$ cat src/rtl/clock_pkg.sv
// Shared types and limits for the wall-clock timekeeping controller.
package clock_pkg;

  localparam int unsigned TIME_W = 6;

  localparam logic [TIME_W-1:0] SEC_LAST = 6'd59;
  localparam logic [TIME_W-1:0] MIN_LAST = 6'd59;
  localparam logic [TIME_W-1:0] HRS_LAST = 6'd23;

  // Encoding chosen so the state register doubles as the field_sel output.
  typedef enum logic [1:0] {
    RUN     = 2'b00,
    SET_HRS = 2'b01,
    SET_MIN = 2'b10
  } clk_mode_t;

  function automatic logic [TIME_W-1:0] wrap_inc(input logic [TIME_W-1:0] v,
                                                 input logic [TIME_W-1:0] last);
    return (v == last) ? '0 : v + TIME_W'(1);
  endfunction

endpackage

$ cat src/rtl/btn_edge.sv
// Rising-edge detector for an already-debounced button level.
module btn_edge (
  input  logic clk,
  input  logic reset,
  input  logic btn,
  output logic rise
);

  logic prev_q;

  // History resets high so a button held through reset release gives no edge.
  always_ff @(posedge clk) begin
    if (reset) prev_q <= 1'b1;
    else       prev_q <= btn;
  end

  assign rise = btn & ~prev_q;

endmodule

$ cat src/rtl/clock_ctrl.sv
// Wall-clock timekeeping: 1 Hz prescaler, sec/min/hrs counters and a
// RUN -> SET_HRS -> SET_MIN set-mode FSM driven by two buttons.
module clock_ctrl
  import clock_pkg::*;
#(
  parameter int unsigned TICK_DIV = 50_000_000,
  parameter bit          BLINK_EN = 1'b1
) (
  input  logic              clk_50MHz,
  input  logic              reset,
  input  logic              mode_btn,
  input  logic              inc_btn,
  output logic [TIME_W-1:0] sec,
  output logic [TIME_W-1:0] min,
  output logic [TIME_W-1:0] hrs,
  output logic              set_active,
  output logic [1:0]        field_sel,
  output logic              blink,
  output logic              sec_pulse
);

  localparam int unsigned    CNT_W    = (TICK_DIV > 1) ? $clog2(TICK_DIV) : 1;
  localparam logic [CNT_W-1:0] CNT_LAST = CNT_W'(TICK_DIV - 1);
  localparam logic [CNT_W-1:0] CNT_HALF = CNT_W'(TICK_DIV / 2 - 1);

  logic mode_edge, inc_edge, tick;

  logic [CNT_W-1:0]  cnt_q, cnt_d;
  logic [TIME_W-1:0] sec_q, sec_d, min_q, min_d, hrs_q, hrs_d;
  clk_mode_t         state_q, state_d;
  logic              blink_q, blink_d, pulse_q, pulse_d, set_active_q;

  btn_edge u_mode_edge (
    .clk   (clk_50MHz),
    .reset (reset),
    .btn   (mode_btn),
    .rise  (mode_edge)
  );

  btn_edge u_inc_edge (
    .clk   (clk_50MHz),
    .reset (reset),
    .btn   (inc_btn),
    .rise  (inc_edge)
  );

  assign tick = (cnt_q == CNT_LAST);

  always_comb begin
    cnt_d   = tick ? '0 : cnt_q + CNT_W'(1);
    sec_d   = sec_q;
    min_d   = min_q;
    hrs_d   = hrs_q;
    state_d = state_q;
    blink_d = blink_q;
    pulse_d = 1'b0;

    case (state_q)
      RUN: begin
        blink_d = 1'b1;
        if (tick) begin
          pulse_d = 1'b1;
          sec_d   = wrap_inc(sec_q, SEC_LAST);
          if (sec_q == SEC_LAST) begin
            min_d = wrap_inc(min_q, MIN_LAST);
            if (min_q == MIN_LAST) hrs_d = wrap_inc(hrs_q, HRS_LAST);
          end
        end
        if (mode_edge) state_d = SET_HRS;
      end
      SET_HRS: begin
        if (mode_edge)     state_d = SET_MIN;
        else if (inc_edge) hrs_d   = wrap_inc(hrs_q, HRS_LAST);
      end
      SET_MIN: begin
        // Leaving set mode restarts the second from zero.
        if (mode_edge) begin
          state_d = RUN;
          sec_d   = '0;
          cnt_d   = '0;
        end else if (inc_edge) begin
          min_d = wrap_inc(min_q, MIN_LAST);
        end
      end
      default: state_d = RUN;
    endcase

    if (state_q != RUN && (cnt_q == CNT_HALF || tick)) blink_d = ~blink_q;
    if (mode_edge || !BLINK_EN) blink_d = 1'b1;
  end

  always_ff @(posedge clk_50MHz) begin
    if (reset) begin
      cnt_q        <= '0;
      sec_q        <= '0;
      min_q        <= '0;
      hrs_q        <= '0;
      state_q      <= RUN;
      blink_q      <= 1'b1;
      pulse_q      <= 1'b0;
      set_active_q <= 1'b0;
    end else begin
      cnt_q        <= cnt_d;
      sec_q        <= sec_d;
      min_q        <= min_d;
      hrs_q        <= hrs_d;
      state_q      <= state_d;
      blink_q      <= blink_d;
      pulse_q      <= pulse_d;
      set_active_q <= (state_d != RUN);
    end
  end

  assign sec        = sec_q;
  assign min        = min_q;
  assign hrs        = hrs_q;
  assign set_active = set_active_q;
  assign field_sel  = state_q;
  assign blink      = blink_q;
  assign sec_pulse  = pulse_q;

endmodule

$ cat config.mk
export PLATFORM = sky130hd
export DESIGN_NAME = clock_ctrl
export DESIGN_NICKNAME = d
export VERILOG_FILES = /design/src/rtl/clock_pkg.sv /design/src/rtl/btn_edge.sv /design/src/rtl/clock_ctrl.sv
export SDC_FILE = /design/constraint.sdc
export NUM_CORES = 1
export LEC_CHECK = 0
export CORE_ASPECT_RATIO = 0.6
export CORE_UTILIZATION = 49
export CTS_CLUSTER_SIZE = 10
export DETAILED_ROUTE_END_ITERATION = 8
export PLACE_DENSITY = 0.71
export SLEW_MARGIN = 15
export SYNTH_ARGS = -nofsm -noshare
export SYNTH_HDL_FRONTEND = slang
export SYNTH_SLANG_ARGS = --single-unit
$ cat constraint.sdc
create_clock -name clk_50MHz -period 2.53 [get_ports clk_50MHz]
set_input_delay 0.6325 -clock clk_50MHz [delete_from_list [all_inputs] [get_ports clk_50MHz]]
set_output_delay 0.6325 -clock clk_50MHz [all_outputs]
set_load 0.01 [all_outputs]
==> impl_results.md, run 1 <==
- R2R setup slack: about 0.23 ns
- Synth warnings: 0
- Port-buffer cells: 26
- CTS buffer count: 5
- Fraction of layout cells with a size suffix above 1: 0.113
- Fillers: 440
- Slowest stage cell, crit path: a2111oi_0
- Cell Rows: 19
- Post-synthesis cell count: between 200 and 300
- Top FF cell, synth: dfxtp_1
- Maximum buffer depth of the clock tree: 2
- Max Cap Violations: 0
- Peak Freq: 434 MHz
- Synthesized cell area: approximately 0.0025 mm^2
- Htree depth: 2
- TritonCTS clock tree: yes
- CP cell instances: ha_1, nand3_1, nor3b_1, nand4_1, a2111oi_0, mux2_2
- Hold crit path type: flop to flop
- Power, Total: roughly 0.0014 W
- Post-DP HPWL: roughly 4300 um
- Area leader, netlist: dfxtp_1
- Die area: 0.00540 mm^2
- Gpl congestion: around 0.82
- Final instance area: ~0.0030 mm^2
- Worst setup SP type: flop
- Final period util: 0.910
- CTS Hold Buffers Added: 0
- Flip-flop and latch area: 0.00102 mm^2
- Initial DRC count: ~160
- Overflow after GRT: 0
- Postcts setup bufs: 0
- Initial Utilization: 0.528
- Post-CTS sizing: 0
- CP max stage delay: roughly 0.48 ns
- Yosys reg bits: 51
- Initial antenna violation count: 0
- Die Y: around 57 um
- Critical Path Sink Type: flop
- Combinational share of power: 0.046
- PD cells: approximately 450 mW/mm^2
- DIE WIDTH: 94.2 um
- Clock Sinks: between 50 and 60
- Via count: ~2,200
- Gr usage total: 0.226
- Min cycle time layout: between 2 and 2.5 ns
- Post-synth EDFFs: 0
- Worst setup path startpoint: cnt_q[0]
- Clock skew: about 0.012 ns
- N_diodes: 0
- Area Overhead vs Synth: 21.9%
- Sequential power share: 0.596
- Net Sw Frac: 0.231
- Clock-pin transition on the worst setup and hold timing paths: ~0.10 ns
- Final Max Tran Viols: 0
- Final setup vio count: 0
- Critical Path AT: ~2.5 ns
- RSZ-0062 raised after global routing: no
- Max-Slew Margin vs Limit: 0.643
- Clock latency on the worst-skew pair: 0.30 ns
- CP max FO: 5
- Clock Power Share: 0.359
- Clock root buffer: clkbuf_8
- Core Area: roughly 0.0047 mm^2
- Switching power of the nets: ~0.00032 W
- DR DRC count: 0
- Top cells by area, synth: dfxtp_1 41%, nand3_1 6.0%, nor2_1 5.9%
- RR Endpoint: hrs[5]
- Area of the multi-input gates: between 0.001 and 0.0015 mm^2
- Outcome: completed
- Synth cell types: 52
- Mapped Avg Cell Area: roughly 8.6 um^2
- R2R cell count: 6
- Hold WS: roughly 0.5 ns
- Leak: approximately 1.1 nW
- Reg2reg start: cnt_q[0]
- CP Data Required Time: 2.73 ns
- Placed Instance Area: between 0.002 and 0.003 mm^2
- Drt pass-1 iters: 4
- Post-Route WL: ~5800 um
- Post-route ant nets: 0
- Worst Path Class, Setup: flop to flop
- Internal: 0.00106 W
- Vias in the first global route: 1,882
- Sequential share of the synthesized area: 0.408
- Share of synthesized flip-flops with an asynchronous set or reset: 0
- TNS Setup: 0 ns
- Worst-Margin Slew: 0.534 ns
- HP Start: cnt_q[0]
- Ports: 27
- Maximum number of pins on one net before global-route repair: 27
- Hold-critical path depth: 1
- WL/cell: 14.6 um
- Synthesized net count: roughly 300
- Top-area cell type share of the netlist area: 0.408
- First-pass GRT wire length: 9380 um
- Peak VDD IR: roughly 0.36 mV
- Via-per-instance ratio: between 5 and 6
- Min-Delay Endpoint: cnt_q[0]
- Final Hold Fails: 0
- NumNets Final: 343
Yosys cell counts, drive strengths merged, types with 2 or more instances:
master and count:
xnor2 9, nand4 10, o21a 2, a21oi 15
a311oi 2, nor3 7, or3b 3, o211ai 3
or3 4, xor2 15, nor4bb 3, clkbuf 7
and3 8, nor2 39, nand3 30, nand2 13
o221a 2, o21ai 7, a2111o 2, dfxtp 51
nand4b 3, inv 8, and4 4, nor4 4
ha 5, or2 4, nor2b 5, nand2b 4
mux2 2
logic make-up (layout without fill, tap and decap cells):
| kind of cell | count (synthesis) | in the layout | share of synthesized area |
|---|---|---|---|
| simple gates | 146 | 146 | 0.314 |
| buf+inv | 16 | 59 | 0.0245 |
| compound gates | 47 | 47 | 0.131 |
| flops | 51 | 51 | 0.408 |
| mux | 3 | 3 | 0.0130 |
| xor+xnor | 24 | 24 | 0.0841 |
| fa+ha+maj | 5 | 5 | 0.0250 |
worst max-delay path, delay by kind of cell (launching register included):
| family | cells | cell delay [ns] |
|---|---|---|
| adder cells (fa/ha/maj) | 1 | 0.18 |
| AND/OR/NAND/NOR | 3 | 0.76 |
| AO/OA/AOI/OAI | 1 | 0.48 |
| multiplexers | 1 | 0.38 |
| flip-flops | 1 | 0.41 |
power groups by stage:
stage	Sequential, W	Combinational [W]	Clock, W
floorplan	0.000841	0.0000353	0
global placement	0.000843	0.0000626	0
detailed placement	0.000844	0.0000627	0
CTS	0.000825	0.0000630	0.000514
global route	0.000827	0.0000686	0.000546
finish	0.000826	0.0000630	0.000497
layer usage:
metal / wire, um / global-route usage / part of all wire / vias to the layer above
li1: - / - / - / 1146
met5: 0 / 0 / 0 / -
met3: 424 / 0.0547 / 0.073 / 5
met4: 30 / 0.0396 / 0.0052 / 0
met1: 3140 / 0.368 / 0.54 / 1014
met2: 2230 / 0.293 / 0.38 / 68
how the worst max path moves through the flow:
stage | end | slack (ns) | cells after the start
floorplan | min[3] | 0.36 | 7
global placement | hrs[2] | 0.09 | 6
detailed placement | hrs[2] | 0.06 | 6
CTS | hrs[5] | 0.23 | 6
global route | hrs[5] | 0.05 | 6
finish | hrs[5] | 0.23 | 6
cells in the final DEF (no fill, tap or decap), types with 2 or more instances in the layout:
| cell type | synthesis | routed |
|---|---|---|
| ha_1 | 5 | 5 |
| o21ai_0 | 7 | 7 |
| and4_1 | 4 | 4 |
| a21oi_1 | 15 | 15 |
| dfxtp_1 | 51 | 51 |
| nand2_1 | 13 | 13 |
| o211ai_1 | 3 | 3 |
| or3b_2 | 2 | 2 |
| mux2_2 | 2 | 2 |
| buf_4 | 0 | 16 |
| xor2_1 | 15 | 15 |
| nand3_1 | 30 | 30 |
| nor2b_1 | 5 | 5 |
| nor3_1 | 7 | 7 |
| xnor2_1 | 9 | 9 |
| nor2_1 | 39 | 39 |
| nand4b_1 | 3 | 3 |
| nor4bb_1 | 3 | 3 |
| or3_1 | 4 | 4 |
| o21a_1 | 2 | 2 |
| nor4_1 | 3 | 3 |
| nand4_1 | 10 | 10 |
| or2_2 | 4 | 4 |
| clkdlybuf4s50_1 | 0 | 26 |
| inv_1 | 8 | 8 |
| a311oi_1 | 2 | 2 |
| and3_1 | 8 | 8 |
| clkbuf_8 | 0 | 6 |
| nand2b_1 | 4 | 4 |
| o221a_2 | 2 | 2 |
| a2111o_1 | 2 | 2 |
final cells by class:
cell class,count,share of cell area
repair buffers,43,0.131
well taps,63,0.0259
clock inverters,2,0.00534
clock buffers,6,0.0271
inverters,8,0.00986
multi-input cells,225,0.465
flip-flops and latches,51,0.335
flip-flops by register name, indices dropped and copies added, names as in the netlist:
signal / flops
blink: 1
cnt_q: 26
field_sel: 2
hrs: 6
min: 6
sec: 6
sec_pulse: 1
set_active: 1
u_inc_edge.prev_q: 1
u_mode_edge.prev_q: 1
stage by stage:
stage,util,worst slack (ns),std cells
2_1_floorplan,-,0.364,292
3_3_place_gp,0.623,0.0918,390
3_5_place_dp,0.623,0.0568,390
4_1_cts,0.644,0.229,398
5_1_grt,0.644,0.0508,398
6_report,0.644,0.228,398
(Power assumes the default switching activity.)
==> run 2: changes to the inputs <==
--- a/config.mk
+++ b/config.mk
@@ -14,3 +14,4 @@
 export SYNTH_ARGS = -nofsm -noshare
 export SYNTH_HDL_FRONTEND = slang
 export SYNTH_SLANG_ARGS = --single-unit
+export TNS_END_PERCENT = 10
==> results of run 2 <==
No change in the layout: final DEF, timing and power equal those of run 1.
==> run 3: changes to the inputs <==
--- a/config.mk
+++ b/config.mk
@@ -7,7 +7,7 @@
 export LEC_CHECK = 0
 export CORE_ASPECT_RATIO = 0.6
 export CORE_UTILIZATION = 49
-export CTS_CLUSTER_SIZE = 10
+export CTS_CLUSTER_SIZE = 20
 export DETAILED_ROUTE_END_ITERATION = 8
 export PLACE_DENSITY = 0.71
 export SLEW_MARGIN = 15
==> results of run 3 <==
No change in the layout: final DEF, timing and power equal those of run 1.
